## config.mk

```make
export PLATFORM = sky130hd
export DESIGN_NAME = fetch_unit
export DESIGN_NICKNAME = d
export VERILOG_FILES = /design/src/rtl/fetch_unit.sv
export SDC_FILE = /design/constraint.sdc
export NUM_CORES = 1
export LEC_CHECK = 0
export CAP_MARGIN = 20
export CORE_MARGIN = 1
export CORE_UTILIZATION = 48
export DETAILED_ROUTE_END_ITERATION = 6
export HOLD_SLACK_MARGIN = 0.05
export PLACE_DENSITY = 0.75
export RECOVER_POWER = 100
export SETUP_SLACK_MARGIN = 0.3
export SLEW_MARGIN = 30
export SYNTH_ARGS = -nofsm -noshare
export SYNTH_HDL_FRONTEND = slang
export SYNTH_SLANG_ARGS = --single-unit
```

## constraint.sdc

```tcl
create_clock -name clock -period 2.4 [get_ports clock]
set_clock_uncertainty 0.05 [all_clocks]
set_input_delay 0.48 -clock clock [delete_from_list [all_inputs] [get_ports clock]]
set_output_delay 0.48 -clock clock [all_outputs]
set_load 0.03 [all_outputs]
```

## src/rtl/fetch_unit.sv

```systemverilog
// Instruction fetch stage: single-outstanding imem read feeding a small
// circular buffer of {pc, instr} entries for decode.
module fetch_unit #(
  parameter int BUF_DEPTH = 2,
  parameter int ADDR_W    = 32
) (
  input  logic              clock,
  input  logic              reset,
  input  logic [ADDR_W-1:0] pc_in,
  output logic              pc_en,
  input  logic              flush,
  output logic              imem_req,
  output logic [ADDR_W-1:0] imem_addr,
  input  logic              imem_ack,
  input  logic [31:0]       imem_rdata,
  output logic              instr_valid,
  output logic [31:0]       instr,
  output logic [ADDR_W-1:0] instr_pc,
  input  logic              instr_ready,
  output logic              fetch_busy
);

  localparam int PW = (BUF_DEPTH > 1) ? $clog2(BUF_DEPTH) : 1;
  localparam int CW = PW + 1;
  localparam logic [CW-1:0] FULL = CW'(BUF_DEPTH);

  localparam logic [1:0] IDLE = 2'd0;
  localparam logic [1:0] WAIT = 2'd1;
  localparam logic [1:0] DROP = 2'd2;

  logic [1:0]        state_q;
  logic [1:0]        state_d;
  logic [ADDR_W-1:0] addr_q;
  logic [31:0]       data_mem [BUF_DEPTH];
  logic [ADDR_W-1:0] pc_mem   [BUF_DEPTH];
  logic [PW-1:0]     rd_ptr_q;
  logic [PW-1:0]     rd_ptr_d;
  logic [PW-1:0]     wr_ptr_q;
  logic [PW-1:0]     wr_ptr_d;
  logic [CW-1:0]     count_q;
  logic [CW-1:0]     count_d;
  logic              launch;
  logic              push;
  logic              pop;
  logic              head_is_new;

  // A launch only happens in IDLE, so count_q already covers anything in flight.
  assign launch = (state_q == IDLE) && !flush && (count_q != FULL);
  assign push   = (state_q == WAIT) && imem_ack && !flush;
  assign pop    = instr_valid && instr_ready && !flush;

  assign pc_en      = reset & (launch | flush);
  assign imem_req   = (state_q != IDLE);
  assign fetch_busy = (state_q != IDLE);
  assign imem_addr  = addr_q;

  always_comb begin
    state_d = state_q;
    unique case (1'b1)
      state_q == IDLE: if (launch) state_d = WAIT;
      state_q == WAIT: begin
        if (imem_ack)   state_d = IDLE;
        else if (flush) state_d = DROP;
      end
      state_q == DROP: if (imem_ack) state_d = IDLE;
      default:         state_d = IDLE;
    endcase
  end

  always_comb begin
    rd_ptr_d = rd_ptr_q;
    wr_ptr_d = wr_ptr_q;
    count_d  = count_q;
    if (flush) begin
      rd_ptr_d = '0;
      wr_ptr_d = '0;
      count_d  = '0;
    end else begin
      if (pop)  rd_ptr_d = rd_ptr_q + PW'(1);
      if (push) wr_ptr_d = wr_ptr_q + PW'(1);
      unique case ({push, pop})
        2'b10:   count_d = count_q + CW'(1);
        2'b01:   count_d = count_q - CW'(1);
        default: count_d = count_q;
      endcase
    end
  end

  // The entry being written becomes the head when it lands in an empty buffer.
  assign head_is_new = push && (rd_ptr_d == wr_ptr_q);

  always_ff @(posedge clock or negedge reset) begin
    if (!reset) begin
      state_q     <= IDLE;
      addr_q      <= '0;
      rd_ptr_q    <= '0;
      wr_ptr_q    <= '0;
      count_q     <= '0;
      instr_valid <= 1'b0;
      instr       <= '0;
      instr_pc    <= '0;
      for (int i = 0; i < BUF_DEPTH; i++) begin
        data_mem[i] <= '0;
        pc_mem[i]   <= '0;
      end
    end else begin
      state_q  <= state_d;
      rd_ptr_q <= rd_ptr_d;
      wr_ptr_q <= wr_ptr_d;
      count_q  <= count_d;
      if (launch) addr_q <= {pc_in[ADDR_W-1:2], 2'b00};
      if (push) begin
        data_mem[wr_ptr_q] <= imem_rdata;
        pc_mem[wr_ptr_q]   <= addr_q;
      end
      instr_valid <= (count_d != '0);
      if (count_d != '0) begin
        instr    <= head_is_new ? imem_rdata : data_mem[rd_ptr_d];
        instr_pc <= head_is_new ? addr_q : pc_mem[rd_ptr_d];
      end
    end
  end

endmodule

```

== Yosys cells after proc, flatten, opt, wreduce, memory -nomap -nowiden ==
Cells that the tools add are included.

* Flip-flop bits (word level): 229
* Input bits: 69

* Add/sub/neg operators: 4
* Magnitude comparators: 3
* Equal/unequal tests: 9
* Multiplexer cells: 23
* Bitwise logic cells: 4
* Reductions and logical operators: 14

{| class="wikitable"
|+ Operators by type and width
! kind !! count
|-
| $mux 32 || 9
|-
| $bwmux 64 || 2
|-
| $demux 32 s1 || 1
|-
| $mux 2 || 5
|-
| $logic_and 1x1->1 || 8
|-
| $ne 2x2->1 const B || 3
|-
| $pmux 2 s3 || 1
|-
| $reduce_bool 2->1 || 3
|-
| $eq 2x1->1 const B || 2
|-
| $eq 2x2->1 const B || 2
|-
| $ge 2x2->1 const B || 2
|-
| $mux 1 || 4
|-
| $not 1->2 || 2
|-
| $pmux 2 s2 || 1
|-
| $ne 3x3->1 const B || 1
|-
| $reduce_and 3->1 || 1
|-
| $add 1x1->1 const B || 2
|-
| $add 2x1->2 const B || 1
|-
| $logic_not 2->1 || 1
|-
| $lt 2x1->1 const B || 1
|-
| $sub 2x1->2 const B || 1
|-
| $and 1x1->1 || 1
|-
| $eq 1x1->1 || 1
|-
| $logic_not 1->1 || 1
|-
| $or 1x1->1 || 1
|}

== Depth between registers and ports, before layout ==
Gate-level depths: netlist of the first run.

* Depth after elaboration: 9
* Mapped depth: 10
* Depth with buffers taken out: 8

== Least setup slack after synthesis of the first run ==
Ideal clock, no wire load.

* Path type: input to register
* From: in flush
* To: reg instr[1]
* Library setup time: 0.126 ns
* Data arrival time: 2.310 ns
* Slack: -0.087 ns
* Stages: 10
* Buffers on the path: 3
* Path through: buf_4 nor3_4 inv_2 ha_1 nor3b_1 a211o_1 buf_4 a21o_2 buf_4 o21ai_1

* Cells in the longest elaborated chain, start to end: 9

{| class="wikitable"
|+ RTL lines
! element !! line !! RTL
|-
| start, declared || 11 || <nowiki>input logic flush,</nowiki>
|-
| $logic_not 1->1 || 49, 50 ||
|-
| $logic_and 1x1->1 || 50 || <nowiki>assign pop = instr_valid && instr_ready && !flush;</nowiki>
|-
| $mux 1 || 79 || <nowiki>if (pop) rd_ptr_d = rd_ptr_q + PW'(1);</nowiki>
|-
| $mux 1 || 74 || <nowiki>if (flush) begin</nowiki>
|-
| $not 1->2 (implied by the code) || 118 || <nowiki>instr <= head_is_new ? imem_rdata : data_mem[rd_ptr_d];</nowiki>
|-
| $mux 32 (implied by the code) (3 in a row) || 118 ||
|-
| $mux 32 || 118 ||
|-
| end signal, assigned || 118 ||
|-
| end, declared || 17 || <nowiki>output logic [31:0] instr,</nowiki>
|}

Several ways; a longest one is shown, not always the timed one. The select of a mux whose other input is x is not followed.
A chain may end at the register's enable or synchronous reset.

== Worst setup path after layout of the first run ==
* From: reg state_q[0]
* To: reg instr_pc[26]

* Cells in the longest elaborated chain, start to end: 7

{| class="wikitable"
|+ RTL lines
! element !! line !! RTL
|-
| start, declared || 31 || <nowiki>logic [1:0] state_q;</nowiki>
|-
| start signal, assigned || 107 || <nowiki>state_q <= state_d;</nowiki>
|-
| $eq 2x1->1 * || 49 || <nowiki>assign push = (state_q == WAIT) && imem_ack && !flush;</nowiki>
|-
| $logic_and 1x1->1 * (2 in a row) || 49 ||
|-
| $eq 2x1->1 / $eq 2x2->1 (equally long branches) || 81 || <nowiki>unique case ({push, pop})</nowiki>
|-
| $pmux 2 s2 || 81 ||
|-
| $mux 2 || 74 ||
|-
| $reduce_bool 2->1 || 117 || <nowiki>if (count_d != '0) begin</nowiki>
|-
| end signal, assigned || 119 || <nowiki>instr_pc <= head_is_new ? addr_q : pc_mem[rd_ptr_d];</nowiki>
|-
| end, declared || 18 || <nowiki>output logic [ADDR_W-1:0] instr_pc,</nowiki>
|}

Mark *: on every way between the ends. The rest lies on a longest branch, timed or not.

==> reports/summary.txt, run 1 <==
Status -> completed
Worst Path Required -> 2.78 ns
Period utilisation layout -> 0.9393
M2 GR Usage -> 0.4007
Sw frac -> 0.3431
Mapped Cells -> 656
Worst-Skew Late Latency -> 0.51 ns
Initial antenna violation count -> 2
Hold Path Depth -> 3
R2R cell count -> 9
Crit-path slowest cell -> dfrtp_1
DPL Wire Length -> 13.94 mm
Least-Margin Pin Slew -> 1.246 ns
RSZ-0062 raised after global routing -> true
Final hold violations -> 0
Die area -> 20,180 sq um
Clock-pin slew of the registers on the worst-case setup and hold paths -> 0.06 ns
Buffer and inverter count on the worst path -> 2
Largest net degree at the start of global routing -> 133
Post-Syn Area -> 9417 sq um
Pre-antenna DRT Iters -> 6
Final Critical Period -> 2.254 ns
Crit-path cells -> nand2_4, nor3_4, inv_2, ha_4, nor3b_4, a211o_4, a21o_4, buf_12, o21ai_1
Sink Count -> 223
CP max stage delay -> 0.43 ns
Busiest grt layer -> met2
CTS tree -> yes
Hold path startpoint -> imem_ack
Vias in the first global route -> 6,921
Nets -> 916
Setup crit start kind -> register
Antenna-violating nets left -> 0
Core footprint -> 18,960 sq um
Crit Path Class -> register to register
GR Overflow Total -> 0
GRT Overall Usage -> 0.2363
Syn avg cell area -> 14.35 sq um
Largest cells by area after synthesis -> dfrtp_1 59%, mux2_2 18%, mux2i_1 6.6%
Fmax -> 0.4436 GHz
WL/cell -> 21.67 microns
Synth Warn # -> 0
# H-tree levels -> 1
Area Growth Syn to Fin -> 39.62%
Met1 usage -> 0.3090
Distinct cell type count after synthesis -> 37
Die Ht -> 142.1 microns
Setup TNS -> 0 ns
Via density -> 5.714
Rows -> 50
Layout cells sized above 1 -> 0.3863
R2r setup slk -> 0.15 ns
Critical path launch point -> state_q[0]$_DFFE_PN0P_
CP top delay family -> compound AO/OA/AOI/OAI gates
Max_cap viols -> 0
CTS Buffer Depth -> 3
Crit path DAT -> 2.63 ns
Fin. max-slew vios -> 0
Internal cell power -> 0.009644 W
Largest area contributor in the netlist -> dfrtp_1
First-pass GRT wire length -> 37.45 mm
Tot Pwr -> 0.01468 W
Leakage -> 5.919 nW
Comb power frac -> 0.331
Met3 layer usage reported by global route -> 0.05081
Worst r2r dst -> instr_pc[26]$_DFFE_PN0P_
Slew margin rel. -> 0.1695
CTS Buf Count -> 24
Sw Pwr -> 0.005037 W
Synthesized flop and latch total -> 223
Root buf cell -> clkbuf_16
Number of fill cells in the layout -> 1,295
I/O Pins -> 169
Max VDD drop -> 688.5 uV
Max FO, Critical Path -> 12
I/O Buffers -> 162
Placer Congestion -> 0.7780
Reg-to-Reg Start -> state_q[0]$_DFFE_PN0P_
Clock share of power -> 0.261
Reg power frac -> 0.408
Overall via count from detail_route -> 6,422
DR DRC count -> 0
Worst setup EP type -> register
Initial DRC Count -> 193
Final setup viols -> 0
WL final -> 24.36 mm
Min-Delay Endpoint -> state_q[1]$_DFFE_PN0P_
Starting Density -> 0.4968
Hold Path Class -> input port to register
Die Span X -> 142.1 microns
Share of the synthesized area in the top cell type -> 0.5926
Power Dens Cells -> 1117 nW/um^2
Sequential area share after synthesis -> 0.5926
-- timing repair --
action,in CTS,in global routing
setup endpoints to repair,118,98
gates resized for setup,105,81
endpoints found under the hold margin,1,0
buffers inserted,7,2
hold buffers,1,0
pin swaps,19,29
cloned,4,6
-- cells in the final DEF (no fill, tap or decap), types with 4 or more instances in the layout --
cell type,synthesis,routed
clkinv_2,0,4
mux2_1,7,7
dlygate4sd2_1,0,57
mux2i_1,62,62
buf_12,0,12
buf_6,6,8
o21ai_2,6,36
clkdlybuf4s50_1,0,69
buf_4,11,20
o21ai_1,54,25
a32oi_2,0,38
clkbuf_16,0,29
clkbuf_1,12,7
dfrtp_1,223,220
dlymetal6s2s_1,0,34
a32oi_1,62,23
conb_1,1,4
clkbuf_8,0,5
mux2_2,147,147
-- flip-flops by register name, summed over array words and instances, names as in the netlist --
| register | cells |
|---|---|
| rd_ptr_q | 1 |
| instr | 32 |
| count_q | 2 |
| data_mem | 64 |
| state_q | 2 |
| instr_pc | 30 |
| imem_addr | 30 |
| pc_mem | 60 |
| instr_valid | 1 |
| wr_ptr_q | 1 |
-- layout make-up --
type	instances	area, sq um	area share
multi-input combinational	382	4079	0.3102
timing repair buffer	213	2323	0.1767
clock buffer	35	713.2	0.05424
clock inverter	7	110.1	0.008375
inverter	2	7.507	0.0005710
antenna	2	5.005	0.0003807
tap	260	325.3	0.02474
sequential	223	5584	0.4247
-- cells in the mapped netlist, drive strengths merged --
cell,n
nand2,3
nor3,2
a211oi,1
or2,1
o21ai,63
mux2,154
mux2i,62
inv,2
or3,1
a32oi,62
clkbuf,12
a21bo,1
dfrtp,223
xnor2,4
conb,1
a21o,1
nor2b,4
a2111oi,1
nor2,5
nor3b,1
nand2b,2
o21a,1
buf,41
ha,1
xor2,1
nand3b,2
a211o,1
a21oi,3
-- per-stage QoR --
stage	hold WS, ns	cell area, sq um	utilization	std cells	setup WS [ns]
after floorplan	0.1344	9538	-	659	0.1747
after global placement	0.4160	11570	0.6105	1060	-0.3768
after detailed placement	0.4254	11570	0.6105	1060	-0.4645
after CTS	0.3681	12690	0.6693	1114	0.1616
after global routing	0.4041	13140	0.6933	1122	0.04851
final	0.3875	13150	0.6936	1124	0.1458
-- power groups by stage --
stage	Clock [W]	Combinational (W)	Sequential, W
4_1_cts	0.00387	0.00470	0.00593
3_5_place_dp	0	0.00474	0.00597
5_1_grt	0.00405	0.00515	0.00615
6_report	0.00383	0.00486	0.00599
2_1_floorplan	0	0.00170	0.00691
3_3_place_gp	0	0.00457	0.00585
-- cells by family (layout without fill, tap and decap cells) --
family / Yosys count / in the layout / share of synthesized area
AO/OA/AOI/OAI: 134 / 135 / 0.1019
multiplexers: 216 / 216 / 0.2501
other: 1 / 6 / 0.0003982
flip-flops: 223 / 223 / 0.5926
adder cells (fa/ha/maj): 1 / 1 / 0.001329
AND/OR/NAND/NOR: 21 / 21 / 0.01395
buffers and inverters: 55 / 257 / 0.03428
XOR/XNOR: 5 / 5 / 0.005449
-- worst max-delay path by stage --
stage,to,slack [ns],cells after the start
floorplan,instr[1]$_DFFE_PN0P_,0.17,10
global placement,instr[30]$_DFFE_PN0P_,-0.38,10
detailed placement,instr[30]$_DFFE_PN0P_,-0.46,11
CTS,pc_en,0.16,4
global route,instr_pc[26]$_DFFE_PN0P_,0.05,10
finish,instr_pc[26]$_DFFE_PN0P_,0.15,9
-- worst register-to-register path, cell delays in order (launching register included) --
cell and delay, ns:
dfrtp_1 0.43, nand2_4 0.08, nor3_4 0.20, inv_2 0.07, ha_4 0.23, nor3b_4 0.16
a211o_4 0.37, a21o_4 0.27, buf_12 0.17, o21ai_1 0.15
-- routing by layer --
metal | wire length [microns] | up-vias
met1 | 10230 | 3338
li1 | - | 2846
met5 | 0 | -
met4 | 514 | 0
met3 | 1373 | 43
met2 | 12240 | 195
No activity file was read; power rests on OpenSTA's default activity.
==> run 2: changes to the inputs <==
SKIP_LAST_GASP = 1   (was not set)
==> results of run 2 <==
No change in the layout: final DEF, timing and power equal those of run 1.
==> run 3: changes to the inputs <==
CORE_ASPECT_RATIO = 1.2   (was not set)
==> run 3 against run 2 <==
Against the previous run: combinational power decreased by 12%; total power shrank 6.5%; worst hold slack lost 0.11 ns; critical path type unchanged; critical endpoint is now instr_pc[13]$_DFFE_PN0P_; highest routed layer is now met5.
==> reports/summary.txt, run 3 (synthesis gave the netlist of run 1 again) <==
Root buf cell -> clkbuf_16
Fmax -> 0.4397 GHz
DPL Wire Length -> 14.20 mm
Final cell count without fillers -> 1,106
Overall via count from detail_route -> 6,267
Vias in the first global route -> 6,927
Fin. max-slew vios -> 0
CTS Buf Count -> 22
Number of fill cells in the layout -> 1,422
Setup crit start kind -> register
Layout cells sized above 1 -> 0.3176
Worst-Skew Late Latency -> 0.50 ns
Status -> completed
Least-Margin Pin Slew -> 1.471 ns
Worst setup EP type -> register
Nets -> 904
Pre-antenna DRT Iters -> 4
Largest net degree at the start of global routing -> 118
WL final -> 23.05 mm
Die Span X -> 129.9 microns
Clock-pin slew of the registers on the worst-case setup and hold paths -> 0.06 ns
Die Ht -> 155.4 microns
Leakage -> 5.205 nW
Final setup viols -> 0
Hold Path Class -> input port to register
RSZ-0062 raised after global routing -> true
Crit-path cells -> nand2_4, nor3_4, inv_1, ha_4, nor3b_4, a211o_4, a21o_4, buf_12, o21ai_0
I/O Pins -> 169
Antenna-violating nets left -> 0
CTS tree -> yes
Max reg flops -> 64
Period utilisation layout -> 0.9476
Crit Path Class -> register to register
Slew margin rel. -> 0.01953
Area Growth Syn to Fin -> 29.67%
# diodes -> 0
Crit-path slowest cell -> dfrtp_2
Most common cell after layout, fill and taps aside -> dfrtp_1
Die area -> 20,180 sq um
Placer Congestion -> 0.7483
Largest registers -> data_mem x64, pc_mem x60, instr x32
Final Critical Period -> 2.274 ns
First-pass GRT wire length -> 36.69 mm
Placement Setup Slack -> -0.4917 ns
DR DRC count -> 0
Crit path DAT -> 2.63 ns
GRT Overall Usage -> 0.2331
Commonest non-fill, non-tap cells in the layout -> 220 x dfrtp_1, 146 x mux2_2, 63 x clkdlybuf4s50_1
Worst Path Required -> 2.76 ns
# H-tree levels -> 1
Worst setup margin -> 0.1258 ns
Max FO, Critical Path -> 29
Largest Register -> data_mem
Initial DRC Count -> 249
Via density -> 5.666
Starting Density -> 0.4940
Power Dens Cells -> 1124 nW/um^2
Max_cap viols -> 0
CTS Buffer Depth -> 3
I/O Buffers -> 162
Sink Count -> 223
Core footprint -> 19,060 sq um
Rows -> 55
Final hold violations -> 0
Placed Cells -> 1,055
Initial antenna violation count -> 1
Tot Pwr -> 0.01372 W
CP max stage delay -> 0.42 ns
GR Overflow Total -> 0
Max VDD drop -> 649.3 uV
WL/cell -> 20.84 microns
-- run 3: cell count changes in the layout (fill, tap and decap cells not counted), moves of 7 or more --
| cell | delta |
|---|---|
| a32oi_1 | +25 |
| o21ai_2 | -19 |
| dlymetal6s2s_1 | -33 |
| o21ai_0 | +25 |
| buf_4 | -7 |
| dlygate4sd2_1 | -12 |
| a32oi_2 | -24 |
| dlygate4sd3_1 | +16 |
| clkbuf_1 | +37 |
| clkbuf_2 | +7 |
-- run 3: metrics by stage --
stage / hold WS (ns) / cell area (sq um) / setup TNS (ns) / util
detailed placement: 0.3341 / 11590 / -29.13 / 0.6078
global placement: 0.3292 / 11590 / -22.88 / 0.6078
CTS: 0.3749 / 12530 / 0 / 0.6576
floorplan: 0.1344 / 9538 / 0 / -
finish: 0.2805 / 12210 / 0 / 0.6406
global route: 0.2944 / 12210 / 0 / 0.6406
-- run 3: what timing repair did --
| item | CTS | global route |
|---|---|---|
| cloned | 1 | 0 |
| hold endpoints to repair | 37 | 0 |
| hold buffers | 2 | 0 |
| resized for setup | 80 | 56 |
| endpoints found under the setup margin | 110 | 116 |
| pin swaps | 11 | 21 |
| buffers inserted | 7 | 1 |
-- run 3: path summary, 6_finish.rpt --
kind,to,from,slack [ns],cells past startpoint
worst max-delay path,instr_pc[13]$_DFFE_PN0P_,state_q[0]$_DFFE_PN0P_,0.13,9
worst min-delay path,wr_ptr_q$_DFFE_PN0P_,flush,0.28,2
worst max register to register,instr_pc[13]$_DFFE_PN0P_,state_q[0]$_DFFE_PN0P_,0.13,9
worst min register to register,data_mem[63]$_DFFE_PN0P_,data_mem[63]$_DFFE_PN0P_,0.44,1
max in group asynchronous,imem_addr[27]$_DFFE_PN0P_,reset,0.42,3
min in group asynchronous,pc_mem[58]$_DFFE_PN0P_,reset,0.65,3
-- run 3: critical path: cells and delay by family, from the launching register on --
kind	cells	cell delay, ns
flip-flops	1	0.42
AND/OR/NAND/NOR	3	0.43
adder cells (fa/ha/maj)	1	0.27
buffers and inverters	2	0.27
AO/OA/AOI/OAI	3	0.73
-- run 3: area by class of cell --
class | instances | area (sq um) | share of cell area
Timing Repair Buffer | 204 | 1773 | 0.1452
Clock inverter | 3 | 43.79 | 0.003586
Clock buffer | 37 | 708.2 | 0.05800
Multi-Input combinational cell | 381 | 3774 | 0.3090
Inverter | 2 | 7.507 | 0.0006148
Tap cell | 256 | 320.3 | 0.02623
Sequential cell | 223 | 5584 | 0.4573
-- run 3: power by group --
group          switching [W]  internal [W]  total, W
combinational        0.00253       0.00177   0.00430
clock                0.00139       0.00211   0.00350
sequential          0.000854       0.00507   0.00592
-- run 3: routing by layer --
layer / wire length, microns / GRT usage
met5: 13 / 0
met4: 432 / 0.06755
met3: 950 / 0.03576
met2: 12030 / 0.4118
met1: 9625 / 0.2938
